==> src/rtl/fetch_pkg.sv <==
// Shared types and constants for the instruction fetch sequencer.
package fetch_pkg;

  localparam int unsigned XLEN = 32;
  localparam int unsigned PC_INC = 1;
  localparam logic [XLEN-1:0] DEFAULT_RESET_PC = 32'h0;

  typedef enum logic {
    FETCH = 1'b0,
    WAIT  = 1'b1
  } fetch_state_t;

endpackage

==> src/rtl/fetch_out_buf.sv <==
// Single-entry valid/ready holding register between fetch and decode.
module fetch_out_buf #(
  parameter int unsigned WIDTH = 32
) (
  input  logic             clk,
  input  logic             rst,
  input  logic             load,
  input  logic             flush,
  input  logic             pop,
  input  logic [WIDTH-1:0] data,
  input  logic [WIDTH-1:0] pc,
  output logic             valid,
  output logic [WIDTH-1:0] inst,
  output logic [WIDTH-1:0] inst_pc
);

  // flush beats load beats pop; payload is frozen unless a new entry lands
  always_ff @(posedge clk) begin
    if (rst) begin
      valid   <= 1'b0;
      inst    <= '0;
      inst_pc <= '0;
    end else begin
      if (flush) begin
        valid <= 1'b0;
      end else if (load) begin
        valid <= 1'b1;
      end else if (pop) begin
        valid <= 1'b0;
      end
      if (load && !flush) begin
        inst    <= data;
        inst_pc <= pc;
      end
    end
  end

endmodule

==> src/rtl/fetch_sequencer.sv <==
// PC owner and single-outstanding req/gnt/rvalid fetch sequencer feeding decode.
module fetch_sequencer
  import fetch_pkg::*;
#(
  parameter int unsigned      WIDTH    = 32,
  parameter logic [WIDTH-1:0] RESET_PC = WIDTH'(DEFAULT_RESET_PC)
) (
  input  logic             clk,
  input  logic             rst,
  input  logic             redirect_i,
  input  logic [WIDTH-1:0] redirect_base_i,
  input  logic [WIDTH-1:0] redirect_off_i,
  output logic             imem_req_o,
  output logic [WIDTH-1:0] imem_addr_o,
  input  logic             imem_gnt_i,
  input  logic             imem_rvalid_i,
  input  logic [WIDTH-1:0] imem_rdata_i,
  output logic             inst_valid_o,
  output logic [WIDTH-1:0] inst_o,
  output logic [WIDTH-1:0] inst_pc_o,
  input  logic             inst_ready_i
);

  fetch_state_t     state, state_d;
  logic [WIDTH-1:0] pc, pc_d;
  logic [WIDTH-1:0] fetch_pc, fetch_pc_d;
  logic             squash, squash_d;
  logic             buf_free;
  logic             grant;
  logic             load;

  assign buf_free    = !inst_valid_o || inst_ready_i;
  assign imem_addr_o = pc;
  assign imem_req_o  = (state == FETCH) && buf_free && !rst;
  assign grant       = imem_req_o && imem_gnt_i;
  assign load        = (state == WAIT) && imem_rvalid_i && !squash && !redirect_i;

  always_ff @(posedge clk) begin
    if (rst) begin
      state    <= FETCH;
      pc       <= RESET_PC;
      fetch_pc <= '0;
      squash   <= 1'b0;
    end else begin
      state    <= state_d;
      pc       <= pc_d;
      fetch_pc <= fetch_pc_d;
      squash   <= squash_d;
    end
  end

  // A redirect retargets pc and marks any in-flight response as stale
  always_comb begin
    state_d    = state;
    pc_d       = pc;
    fetch_pc_d = fetch_pc;
    squash_d   = squash;
    case (state)
      FETCH: begin
        if (grant) begin
          fetch_pc_d = pc;
          pc_d       = pc + WIDTH'(PC_INC);
          state_d    = WAIT;
          if (redirect_i) squash_d = 1'b1;
        end
      end
      WAIT: begin
        if (imem_rvalid_i) begin
          state_d  = FETCH;
          squash_d = 1'b0;
        end else if (redirect_i) begin
          squash_d = 1'b1;
        end
      end
      default: state_d = FETCH;
    endcase
    if (redirect_i) pc_d = redirect_base_i + redirect_off_i;
  end

  fetch_out_buf #(.WIDTH(WIDTH)) u_out_buf (
    .clk     (clk),
    .rst     (rst),
    .load    (load),
    .flush   (redirect_i),
    .pop     (inst_ready_i),
    .data    (imem_rdata_i),
    .pc      (fetch_pc),
    .valid   (inst_valid_o),
    .inst    (inst_o),
    .inst_pc (inst_pc_o)
  );

endmodule
==> config.mk <==
export PLATFORM = sky130hd
export DESIGN_NAME = fetch_sequencer
export DESIGN_NICKNAME = d
export VERILOG_FILES = /design/src/rtl/fetch_pkg.sv /design/src/rtl/fetch_out_buf.sv /design/src/rtl/fetch_sequencer.sv
export SDC_FILE = /design/constraint.sdc
export NUM_CORES = 1
export LEC_CHECK = 0
export CAP_MARGIN = 20
export CORE_UTILIZATION = 51
export CTS_BUF_LIST = sky130_fd_sc_hd__clkbuf_4 sky130_fd_sc_hd__clkbuf_8
export CTS_CLUSTER_DIAMETER = 150
export DETAILED_ROUTE_END_ITERATION = 8
export PLACE_DENSITY_LB_ADDON = 0.3
export SYNTH_ARGS = -nofsm -noshare
export SYNTH_HDL_FRONTEND = slang
export SYNTH_HIERARCHICAL = 1
export SYNTH_SLANG_ARGS = --single-unit
==> constraint.sdc <==
create_clock -name clk -period 3.5 [get_ports clk]
set_clock_uncertainty 0.15 [all_clocks]
set_input_delay 0.525 -clock clk [delete_from_list [all_inputs] [get_ports clk]]
set_output_delay 0.525 -clock clk [all_outputs]
set_load 0.01 [all_outputs]
# Word level (Yosys, flattened, before mapping)
# Index checks and enable logic that the tools add are counted.
[classes]
n_addsub = 2
multipliers = 0
div_mod_pow = 0
order_cmp = 0
n_eq_ne = 2
n_shift = 0
n_mux = 12
n_bitwise = 1
reduce_logical = 17
[op_table]
columns = ["cell", "count"]
rows = [
  ["32-bit 2-to-1 mux", 3],
  ["32-bit by 1-bit adder with 32-bit output, second input constant", 1],
  ["32-bit adder", 1],
  ["1-bit logical AND", 7],
  ["1-bit 2-to-1 mux", 7],
  ["1-bit logical NOT", 4],
  ["2-bit != test, second input constant", 2],
  ["1-bit one-hot mux with 2 select lines", 2],
  ["2-bit AND reduction", 2],
  ["2-bit nonzero test", 2],
  ["2-bit OR reduction", 1],
  ["1-bit logical OR", 1],
  ["1-bit NOT", 1],
]
[totals]
register_bits = 131
latch_bits = 0
mem_bits_rw = 0
romBits = 0
inputBits = 102
wordCells = 41
n_memories = 0

# Depth between registers and ports, before layout
# Gate-level depths: netlist (run 1).
[depth]
word_depth = 8
depth_mapped = 10
mapped_depth_nobuf = 10

# Modules after synthesis
# Netlist (run 1), hierarchy kept.
[by_module_without_submodules]
columns = ["module", "n_inst", "cells_per_inst", "area_each_um2"]
rows = [
  ["fetch_sequencer", 1, 575, 4499.3],
  ["fetch_out_buf", 1, 296, 3032.9],
]

# Least setup slack after synthesis (run 1)
# OpenSTA, ideal clock, no wires.
[synth_timing]
kind = "input -> register"
start = "input redirect_base_i[16]"
end = "register pc[31] (netlist: imem_addr_o[31])"
setup_time_ns = 0.136
t_arrival_ns = 2.542
path_slack_ns = 0.672
path_stages = 9
n_path_buf = 0
cell_sequence = "ha_1 -> a21o_1 -> a211oi_2 -> a21oi_1 -> and3_1 -> a221o_1 -> a211oi_4 -> mux2i_1 -> a211oi_2"
[synth_via]
elab_chain_len = 2
[synth_lines]
columns = ["element", "line", "source"]
rows = [
  ["from (decl)", "fetch_sequencer.sv:11", "input logic [WIDTH-1:0] redirect_base_i,"],
  ["32-bit adder", "fetch_sequencer.sv:77", "if (redirect_i) pc_d = redirect_base_i + redirect_off_i;"],
  ["32-bit 2-to-1 mux", "fetch_sequencer.sv:77", ""],
  ["to (signal assigned)", "fetch_sequencer.sv:46", "pc <= pc_d;"],
  ["to (decl)", "fetch_sequencer.sv:25", "logic [WIDTH-1:0] pc, pc_d;"],
]
# Every way passes these cells.
# A chain may end at the register's enable or synchronous reset.

# Final worst setup path (run 1)
[layout_timing]
start = "input redirect_base_i[1]"
end = "register pc[27] (netlist: imem_addr_o[27])"
# Same word-level chain as after synthesis.

==> results list, run 1 <==
- Leftover overflow at the end of global routing: 0
- Number of instances resized during post-cts repair: 0
- STA puts the critical path data arrival time at 3200 ps.
* Final net count: 1173
* Number of port buffers: 199
- Share of final-layout standard cells stronger than drive strength 1: 6.18%
* Type of element capturing the critical path: flop
* Routed wire length per instance: 15.5 um
- The number of setup buffers added after CTS is 0.
- From synthesis to final layout, the design area changed by 31.2%.
- The number of antenna violations at the first check in global routing is 0.
- For this design, the sink count on the clock tree is 131.
* Primary FF master, synth: dfxtp_1
- Pin placement for this block handled 200 I/O pins.
- Total Routed Length: 19200 um
* Via count of the first global-routing pass: 6114
- Final worst setup slack: 476 ps
- Summed over all nets, the half-perimeter wirelength after detailed placement is 13300 um.
* First-pass GRT wire length: 29800 um
- Setup repair after global routing left no endpoint under its margin.
* Compound-gate portion of the synthesized area: 19.3%
* Clock-pin slew reported for the worst setup and hold paths after clock tree synthesis: 80 ps
* Register area share after synthesis: 34.8%
- Leakage power summed over all cells: 0.00358 uW
- Antenna cell count: 0
* Width of the die: 124 um
- The tool flagged a number of max-cap violations equal to 0.
- Number of instances in the synthesized netlist: 871
- Netlist area before placement: 7530 sq um
* Utilization of the core after routing: 68.2%
- Each instance of the synthesized netlist takes up on average 8.65 sq um.
- STA puts the critical path data required time at 3680 ps.
- Instance area at placement: 9490 sq um
- After detailed routing, the number of vias per cell comes to 5.55.
- Slew of the pin with the lowest slew margin: 821 ps
- The tightest min-delay check is of the reg -> reg type.
- Adder-cell share of the synthesized area: 5.58%
- At the end of routability-driven placement, the weighted congestion stood at 0.868.
- Mux cell area share after synthesis: 0.399%
* Post-synthesis xor/xnor area fraction: 6.28%
- Post-route antenna net violation count: 0
- The share of synthesized area in the top cell type comes to 34.8%.
* Via total after detailed routing: 6854
- The final count of hold timing violations is 0.
* Synth cell types: 66
- Die boundary height: 124 um
- Hold buffer count at cts: 0
* Gr usage total: 24.8%
- For this run, the top clock speed supported by timing is 331 MHz.
- Placeable core region: 14500 sq um
- The worst-case IR drop observed on VDD is 0.000214 V.
- Of all cell types, the one taking the most synthesized area is dfxtp_1.
- Counting the fill cells in the layout gives 1216.
- # rows: 44
- Tightest slew margin relative to the limit: 45.2%
* DRC violation count after routing: 0
- Counting flops with a built-in enable in the synthesized netlist gives 0.
* Kind of start point of the critical path: input pin
* Status: completed
* Setup violations, final: 0
- Clock root buffer: clkbuf_8
- Number of iterations in the first detailed-routing pass: 5
- Crit Path Class: in -> reg
- H-tree levels: 4
* Die footprint: 15300 sq um
- Register-to-register setup slack: 710 ps
- Post-placement cell count: 1203
- Final-layout setup total negative slack: 0 ps
- Final Slew Violations: 0
- Main combinational cell family by area after synthesis: simple AND/OR/NAND/NOR gates
- Drt first-iter violations: 412
* Net count after synthesis: 1006
- Later-pin clock latency in the skew report: 430 ps
- TritonCTS built the clock tree.
* Most numerous cell types in the synthesized netlist: dfxtp_1 (131), nand2_1 (92), nand2b_1 (67), o21ai_1 (65), nand4bb_1 (64)
- The synthesized netlist devotes 28.2% of its cell area to simple gates.
- Fraction of registers with async set/reset: 0%
- The longest clock path from root to sink contains 2 buffers.
- In this run the worst path has a maximum fanout of 4.
- Starting utilization of the core area: 52.0%
- The final critical path takes up 86.4% of the cycle.
- Once layout is complete, the cells apart from fillers number 1235.
- Power density normalized to cell area: 369 nW/um^2
- Top cells by area in the synthesized netlist: dfxtp_1 (35%), nand4bb_1 (9.6%), nand2b_1 (5.6%)
* Yosys warnings: 6
* Post-Place Setup Slack: 41.7 ps
- Post-route minimum period: 3020 ps
* Pin count of the biggest net entering global routing: 106
* Most common cell in the netlist: dfxtp_1
* Final instance area: 9880 sq um
- Inserted Clock Buffers: 17
- The synthesized design contains 131 register bits.
flip-flops by register name (all words and copies together) (netlist names):
name and flops:
fetch_pc 32, imem_addr_o 32, squash 1, state 1, u_out_buf/inst 32, u_out_buf/inst_pc 32, u_out_buf/valid 1
worst max-delay path, stage by stage:
cell and delay, ps:
clkdlybuf4s50_1 460, ha_1 340, a211oi_2 240, o21ai_2 120, a32oi_2 270, o211ai_1 170, a221o_1 420, a211oi_4 290
nor4b_1 90, a221o_1 280
per-layer routing:
layer	wire, um	global-route usage [%]
met1	9050	32.8
met5	0	0
met4	218	6.85
met2	8660	39.1
met3	1220	7.38
cells by family after synthesis:
kind of cell             after synthesis
AND/OR/NAND/NOR                      345
AO/OA/AOI/OAI                        233
flip-flops                           131
buffers and inverters                 72
XOR/XNOR                              54
adder cells (fa/ha/maj)               33
multiplexers                           3
area by class of cell:
cell class | count | area, sq um | share of cell area [%]
Tap cell | 184 | 230 | 2.33
Sequential cell | 131 | 2620 | 26.5
Clock buffer | 21 | 289 | 2.93
Inverter | 6 | 22.5 | 0.228
Multi-Input combinational cell | 668 | 4510 | 45.7
Timing Repair Buffer | 214 | 2100 | 21.2
Clock inverter | 11 | 103 | 1.04
where the power goes:
part,leakage [uW],internal (uW),switching (uW),total [uW]
sequential,0.00107,1560,78.4,1630
clock,0.000182,637,595,1230
combinational,0.00233,409,367,775
total,0.00358,2600,1040,3640
per-stage QoR:
step	total power (uW)	hold slack [ps]
final	3640	310
after floorplan	2120	286
after CTS	3660	312
after detailed placement	2440	302
after global routing	3820	328
after global placement	2430	294
placed cells by master (no fill, tap or decap), types with 3 or more instances in the layout:
cell type / n
xor2_1: 26
o21ai_1: 65
mux2i_1: 3
nand3_1: 21
xnor2_1: 28
nand2b_1: 67
ha_1: 32
a211oi_2: 3
and3_1: 7
or3_1: 4
a31oi_1: 5
clkbuf_8: 21
o21ai_0: 48
a211oi_1: 21
a211o_1: 4
nor2b_1: 5
and4_1: 3
nand4bb_1: 64
o21a_1: 5
nand4_1: 14
inv_1: 6
nor3_1: 6
nor2_1: 48
o211ai_1: 3
a21o_1: 20
nand2_1: 92
a21oi_1: 31
dfxtp_1: 131
clkinvlp_4: 6
clkdlybuf4s50_1: 197
buf_4: 17
and2_1: 3
worst paths after layout:
| path | start | endpoint | cells past startpoint |
|---|---|---|---|
| worst min-delay path | fetch_pc[19] | fetch_pc[19] | 2 |
| worst max-delay path | redirect_base_i[1] | imem_addr_o[27] | 10 |
| worst min register to register | fetch_pc[19] | fetch_pc[19] | 2 |
| worst max register to register | imem_addr_o[3] | imem_addr_o[29] | 8 |
Note: power is estimated with default switching activity, not from simulation.
==> run 2: changes to the inputs <==
SLEW_MARGIN = 40   (was not set)
==> results of run 2 <==
Same layout as run 1: the final DEF is identical, and so are final timing and power.
